--- config.mk ---
export PLATFORM = sky130hd
export DESIGN_NAME = dncnt_rld
export DESIGN_NICKNAME = d
export VERILOG_FILES = /design/src/rtl/dncnt_rld.sv
export SDC_FILE = /design/constraint.sdc
export NUM_CORES = 1
export LEC_CHECK = 0
export CAP_MARGIN = 20
export CELL_PAD_IN_SITES_DETAIL_PLACEMENT = 1
export CELL_PAD_IN_SITES_GLOBAL_PLACEMENT = 1
export CORE_MARGIN = 5
export CORE_UTILIZATION = 32
export DETAILED_ROUTE_END_ITERATION = 8
export HOLD_SLACK_MARGIN = 0.05
export PLACE_DENSITY = 0.73
export SLEW_MARGIN = 15
export SYNTH_ARGS = -nofsm -noshare
export SYNTH_HDL_FRONTEND = slang
export SYNTH_SLANG_ARGS = --single-unit
--- constraint.sdc ---
create_clock -name sys_clk -period 2.28 [get_ports sys_clk]
set_input_delay 0.456 -clock sys_clk [delete_from_list [all_inputs] [get_ports sys_clk]]
set_output_delay 0.456 -clock sys_clk [all_outputs]
set_load 0.01 [all_outputs]
--- src/rtl/dncnt_rld.sv ---
// Parametrised down counter with parallel load, a reload register and
// selectable wrap/reload on underflow. The combinational borrow-out (co)
// lets several instances be chained into a wider counter, and the
// registered terminal-count pulse (tc) feeds interrupt/event logic.
module dncnt_rld #(
    parameter int WIDTH = 8
) (
    input  logic             sys_clk,
    input  logic             res,
    input  logic             clk,
    input  logic [WIDTH-1:0] d,
    input  logic             ld,
    input  logic             rld_wr,
    input  logic             ci,
    input  logic             mode,
    output logic [WIDTH-1:0] q,
    output logic             co,
    output logic             tc
);

    logic [WIDTH-1:0] cnt_q, cnt_d;
    logic [WIDTH-1:0] rld_q, rld_d;
    logic             tc_q, tc_d;
    logic             cnt_zero;

    assign cnt_zero = (cnt_q == '0);

    // Next-state for counter, reload register and terminal-count pulse.
    always_comb begin
        // NOTE: every signal gets a default first so no path leaves it unassigned (no latch).
        cnt_d = cnt_q;
        rld_d = rld_q;
        tc_d  = 1'b0;
        if (clk) begin
            // The reload register takes d independently of load/count; an
            // underflow in the same cycle still sees the old rld_q.
            if (rld_wr) begin
                rld_d = d;
            end
            if (ld) begin
                cnt_d = d;
            end else if (ci) begin
                if (!cnt_zero) begin
                    cnt_d = cnt_q - WIDTH'(1);
                end else begin
                    tc_d  = 1'b1;
                    cnt_d = mode ? rld_q : '1;
                end
            end
        end
    end

    // State registers with synchronous, top-priority reset.
    always_ff @(posedge sys_clk) begin
        // NOTE: sequential state uses non-blocking assignments so all registers sample together.
        if (res) begin
            cnt_q <= '0;
            rld_q <= '0;
            tc_q  <= 1'b0;
        end else begin
            cnt_q <= cnt_d;
            rld_q <= rld_d;
            tc_q  <= tc_d;
        end
    end

    // Borrow-out is purely combinational so a chained upper stage sees it
    // in the same cycle, regardless of clk or ld.
    assign co = ci & cnt_zero;
    assign q  = cnt_q;
    assign tc = tc_q;

endmodule

* Yosys cells after proc, flatten, opt, wreduce, memory -nomap -nowiden
Cells that the tools add are included.
** Operators by class
- Add/sub/neg operators :: 1
- Multipliers :: 0
- Divide/modulo/power cells :: 0
- $lt $le $gt $ge :: 0
- Equality and inequality tests :: 0
- Shifts and indexed selects :: 0
- Mux-type cells :: 5
- Bitwise logic cells :: 3
- Reductions and logical operators :: 5
** Operators by type and width (count)
- $mux W8 :: 4
- $logic_not A8 Y1 :: 1
- $sub A8 B1 Y8 const B :: 1
- $reduce_and A2 Y1 :: 2
- $reduce_or A4 Y1 :: 1
- $not A1 Y1 :: 2
- $reduce_bool A2 Y1 :: 1
- $and A1 B1 Y1 :: 1
- $mux W1 :: 1
** Word-level totals
- Register bits after elaboration :: 17
- Latch bits :: 0
- RAM bits :: 0
- Bits in read-only memories :: 0
- Input port bits :: 15
- Output and inout port bits :: 10
- Word-level logic and storage cells :: 17
- Memories :: 0

* Longest topological paths before layout
- Word-level depth :: 4
- Gate-level depth with buffers :: 6
- Mapped depth without buffers :: 6

* Worst setup path before layout
Ideal clock, no wire load.
- Kind :: flip-flop to flip-flop
- From :: reg cnt_q[0] (netlist: q[0])
- To :: reg cnt_q[0] (netlist: q[0])
- Library setup time :: 0.123 ns
- Arrival :: 1.767 ns
- Required time :: 2.157 ns
- Slack :: 0.390 ns
- Stages on the path, launching flop included :: 7
- Path buffers :: 0
- Clock period less this slack :: 1.890 ns
- Path through :: dfxtp_1 -> inv_1 -> ha_1 -> or3b_2 -> or4_1 -> a21oi_1 -> o32ai_1
** Between the ends
- Longest elaborated chain between the ends :: 4
- Elaborated cells on any way between the ends :: 5
- Those cells by class :: add/sub (1); mux (3); reduce/logical (1)
** Ends and longest elaborated chain
- start: declaration :: line 21 : logic [WIDTH-1:0] cnt_q, cnt_d;
- start signal: assignment :: line 61 : cnt_q <= cnt_d;
- $sub A8 B1 Y8 / $logic_not A8 Y1 (equally long branches) :: line 44, 26
- $mux W8 * :: line 43 : if (!cnt_zero) begin
- $mux W8 * :: line 42 : end else if (ci) begin
- $mux W8 * :: line 40 : if (ld) begin
Mark *: on every way between the ends. The rest lies on a longest branch, timed or not. The select of a mux whose other input is x is not followed.
A chain may end at the register's enable or synchronous reset.

* Worst setup path in the final report
- From :: reg cnt_q[0] (netlist: q[0])
- To :: out co
** Between the ends
- Longest elaborated chain between the ends :: 2
** Ends and longest elaborated chain
- $logic_not A8 Y1 :: line 26 : assign cnt_zero = (cnt_q == '0);
- $and A1 B1 Y1 :: line 69 : assign co = ci & cnt_zero;
- end: declaration :: line 17 : output logic co,
No other way between the ends.

==> results by group <==
Run status
  • Outcome: finished clean

Min path
  • Hold Path Sink: rld_q[1]$_SDFFE_PP0P_
  • Hold WC Path Type: flop to flop
  • Hold Path Stages: 2
  • Hold Startpoint: rld_q[1]$_SDFFE_PP0P_

Timing
  • Min cycle time layout: 2050 ps
  • Clock skew: 4.74 ps
  • Final setup fails: 0
  • Slew Limit Fails: 0
  • Fmax: 488 MHz
  • Post-route setup slack: 231 ps
  • RSZ-0062 raised after global routing: no
  • Rel. slew slack: 0.766
  • Smallest hold slack: 462 ps
  • Worst-margin pin slew: 347 ps
  • Period Utilization, post-route: 0.899
  • Final hold vios: 0
  • Sum Neg Setup Slack: 0 ps

Critical path
  • CP Capture Type: output pin
  • CP required: 1820 ps
  • Reg2reg path depth: 6
  • Startpoint Class: flop
  • Crit-path max FO: 6
  • FF-to-FF Start: q[0]$_SDFFE_PP0P_
  • WP data arrival: 1590 ps
  • Reg2reg end: q[1]$_SDFFE_PP0P_
  • FF-to-FF setup slack: 260 ps
  • Critical path class: flop to output pin

Clock network
  • Hold_buf cts: 0
  • Post-CTS setup buffers: 0
  • TritonCTS Sinks: 17
  • CTS root buf: clkbuf_4
  • Worst skew pair latency: 310 ps
  • TritonCTS clock tree: built
  • Clock slew at reported path FFs: 120 ps
  • # resized after CTS: 11
  • CTS H-tree depth: 1
  • Bufs on Longest Clock Path: 2
  • Total CTS buffers: 3

Power and ir drop
  • Max rail drop VDD: 0.000304 V
  • Total power: 0.784 mW
  • Power density over the cells: 598 nW/µm²
  • Pleak: 0.476 nW

GRT
  • Antenna violations before repair: 0
  • Total congestion overflow: 0
  • Vias in the first global route: 1126
  • GRT Total Usage: 0.170
  • First-pass GRT wire length: 5.58 mm
  • Largest net degree at the start of global routing: 17

Floorplan
  • Die H: 64.9 µm
  • Row count: 20
  • Core area: 2980 µm²
  • Die width: 64.9 µm
  • Die ar.: 4220 µm²
  • I/O pins: 25
  • Starting Density: 0.324

Synth
  • Ys Warns: 0
  • Syn nets: 138
  • Synthesized area: 966 µm²
  • Synth top cells by count: 17 x dfxtp_1, 14 x a21oi_1, 11 x nand2_1, 10 x nor2_1, 9 x nand3_1
  • Yosys reg bits: 17
  • Synth Instances: 121
  • Library cells used by synthesis: 38
  • Dominant cells by area after synthesis: dfxtp_1 35%, a21oi_1 7.3%, nand3_1 4.7%
  • Most common cell in the netlist: dfxtp_1
  • Async S/R FF share, synth: 0
  • Syn Area/Cell: 7.98 µm²
  • Sequential area share after synthesis: 0.352
  • Leading area contributor after synthesis: dfxtp_1
  • Number of synthesized flops with an enable pin: 0
  • Synth top area share: 0.352
  • Predominant post-synthesis flop cell: dfxtp_1

Route
  • DR iter-0 viols: 33
  • ANT nets after route: 0
  • DR DRC count: 0
  • Vias/cell: 5.78
  • Pre-Repair DR Iteration Count: 4
  • Routed WL: 3.30 mm
  • WL/cell: 18.0 µm
  • Via count: 1058

Placed design
  • Placer Congestion: 0.827
  • Pre-CTS WS: 99.7 ps
  • Final HPWL DP: 2.54 mm
  • PortBufs: 24

Run
  • Max_cap viols: 0

Cells and area
  • Syn-to-layout area delta: 35.8%
  • Ratio of cells with drive above 1 in the final layout: 0.153
  • ANT cells: 0
  • Layout Nets: 168
==> through the flow <==
| stage | cell area [µm²] | cells | utilization |
|---|---|---|---|
| CTS | 1310 | 183 | 0.440 |
| global route | 1310 | 183 | 0.440 |
| global placement | 1260 | 179 | 0.422 |
| detailed placement | 1260 | 179 | 0.422 |
| floorplan | 966 | 121 | - |
| finish | 1310 | 183 | 0.440 |
==> flip-flops by register name, summed over array words and instances (netlist names) <==
name,count
tc,1
q,8
rld_q,8
==> cell usage in the layout, fill, tap and decap left out, types with 3 or more instances in the layout <==
cell type,synthesis,routed
nand3_1,9,9
inv_1,5,3
or4_1,3,3
a21oi_1,14,14
nor2_1,10,10
buf_4,0,7
dfxtp_1,17,13
dfxtp_2,0,4
clkdlybuf4s50_1,0,23
clkbuf_4,0,3
a211oi_1,5,5
o21ai_0,5,5
nand2_1,11,11
==> routing by layer <==
layer	global-route usage	vias up	part of all wire
li1	-	516	-
met1	0.225	514	0.46
met2	0.269	23	0.48
met3	0.0347	5	0.036
met4	0.0660	0	0.015
met5	0	-	0
==> logic make-up (layout without fill, tap and decap cells) <==
group                    Yosys count  after routing  share of synthesized area
AND/OR/NAND/NOR                   47             47                      0.258
AO/OA/AOI/OAI                     42             42                      0.281
flip-flops                        17             17                      0.352
buffers and inverters             11             40                     0.0648
adder cells (fa/ha/maj)            2              2                     0.0259
XOR/XNOR                           2              2                     0.0181
==> report_power, final <==
group          internal [mW]  switching (mW)  total [mW]
Sequential             0.318          0.0271       0.345
Combinational          0.126           0.130       0.257
Clock                 0.0656           0.117       0.183
Total                  0.510           0.275       0.784
==> critical path, cell delays in order (launching register included) <==
cell	delay (ps)
dfxtp_2	410
inv_2	80
ha_4	170
nor3b_2	160
and3_1	190
dlygate4sd2_1	280
==> cell type report <==
| type | instances | area, µm² |
|---|---|---|
| Clock inverter | 1 | 5.00 |
| Inverter | 5 | 18.8 |
| Timing Repair Buffer | 31 | 292 |
| Sequential cell | 17 | 345 |
| Fill cell | 364 | 1670 |
| Tap cell | 33 | 41.3 |
| Clock buffer | 3 | 22.5 |
| Multi-Input combinational cell | 93 | 587 |
==> worst max path at each step <==
stage | start | to | slack, ps
floorplan | q[0]$_SDFFE_PP0P_ | q[0]$_SDFFE_PP0P_ | 390
global placement | q[0]$_SDFFE_PP0P_ | co | 90
detailed placement | q[0]$_SDFFE_PP0P_ | co | 100
CTS | q[0]$_SDFFE_PP0P_ | co | 230
global route | q[0]$_SDFFE_PP0P_ | co | 160
finish | q[0]$_SDFFE_PP0P_ | co | 230
(Power assumes the default switching activity.)
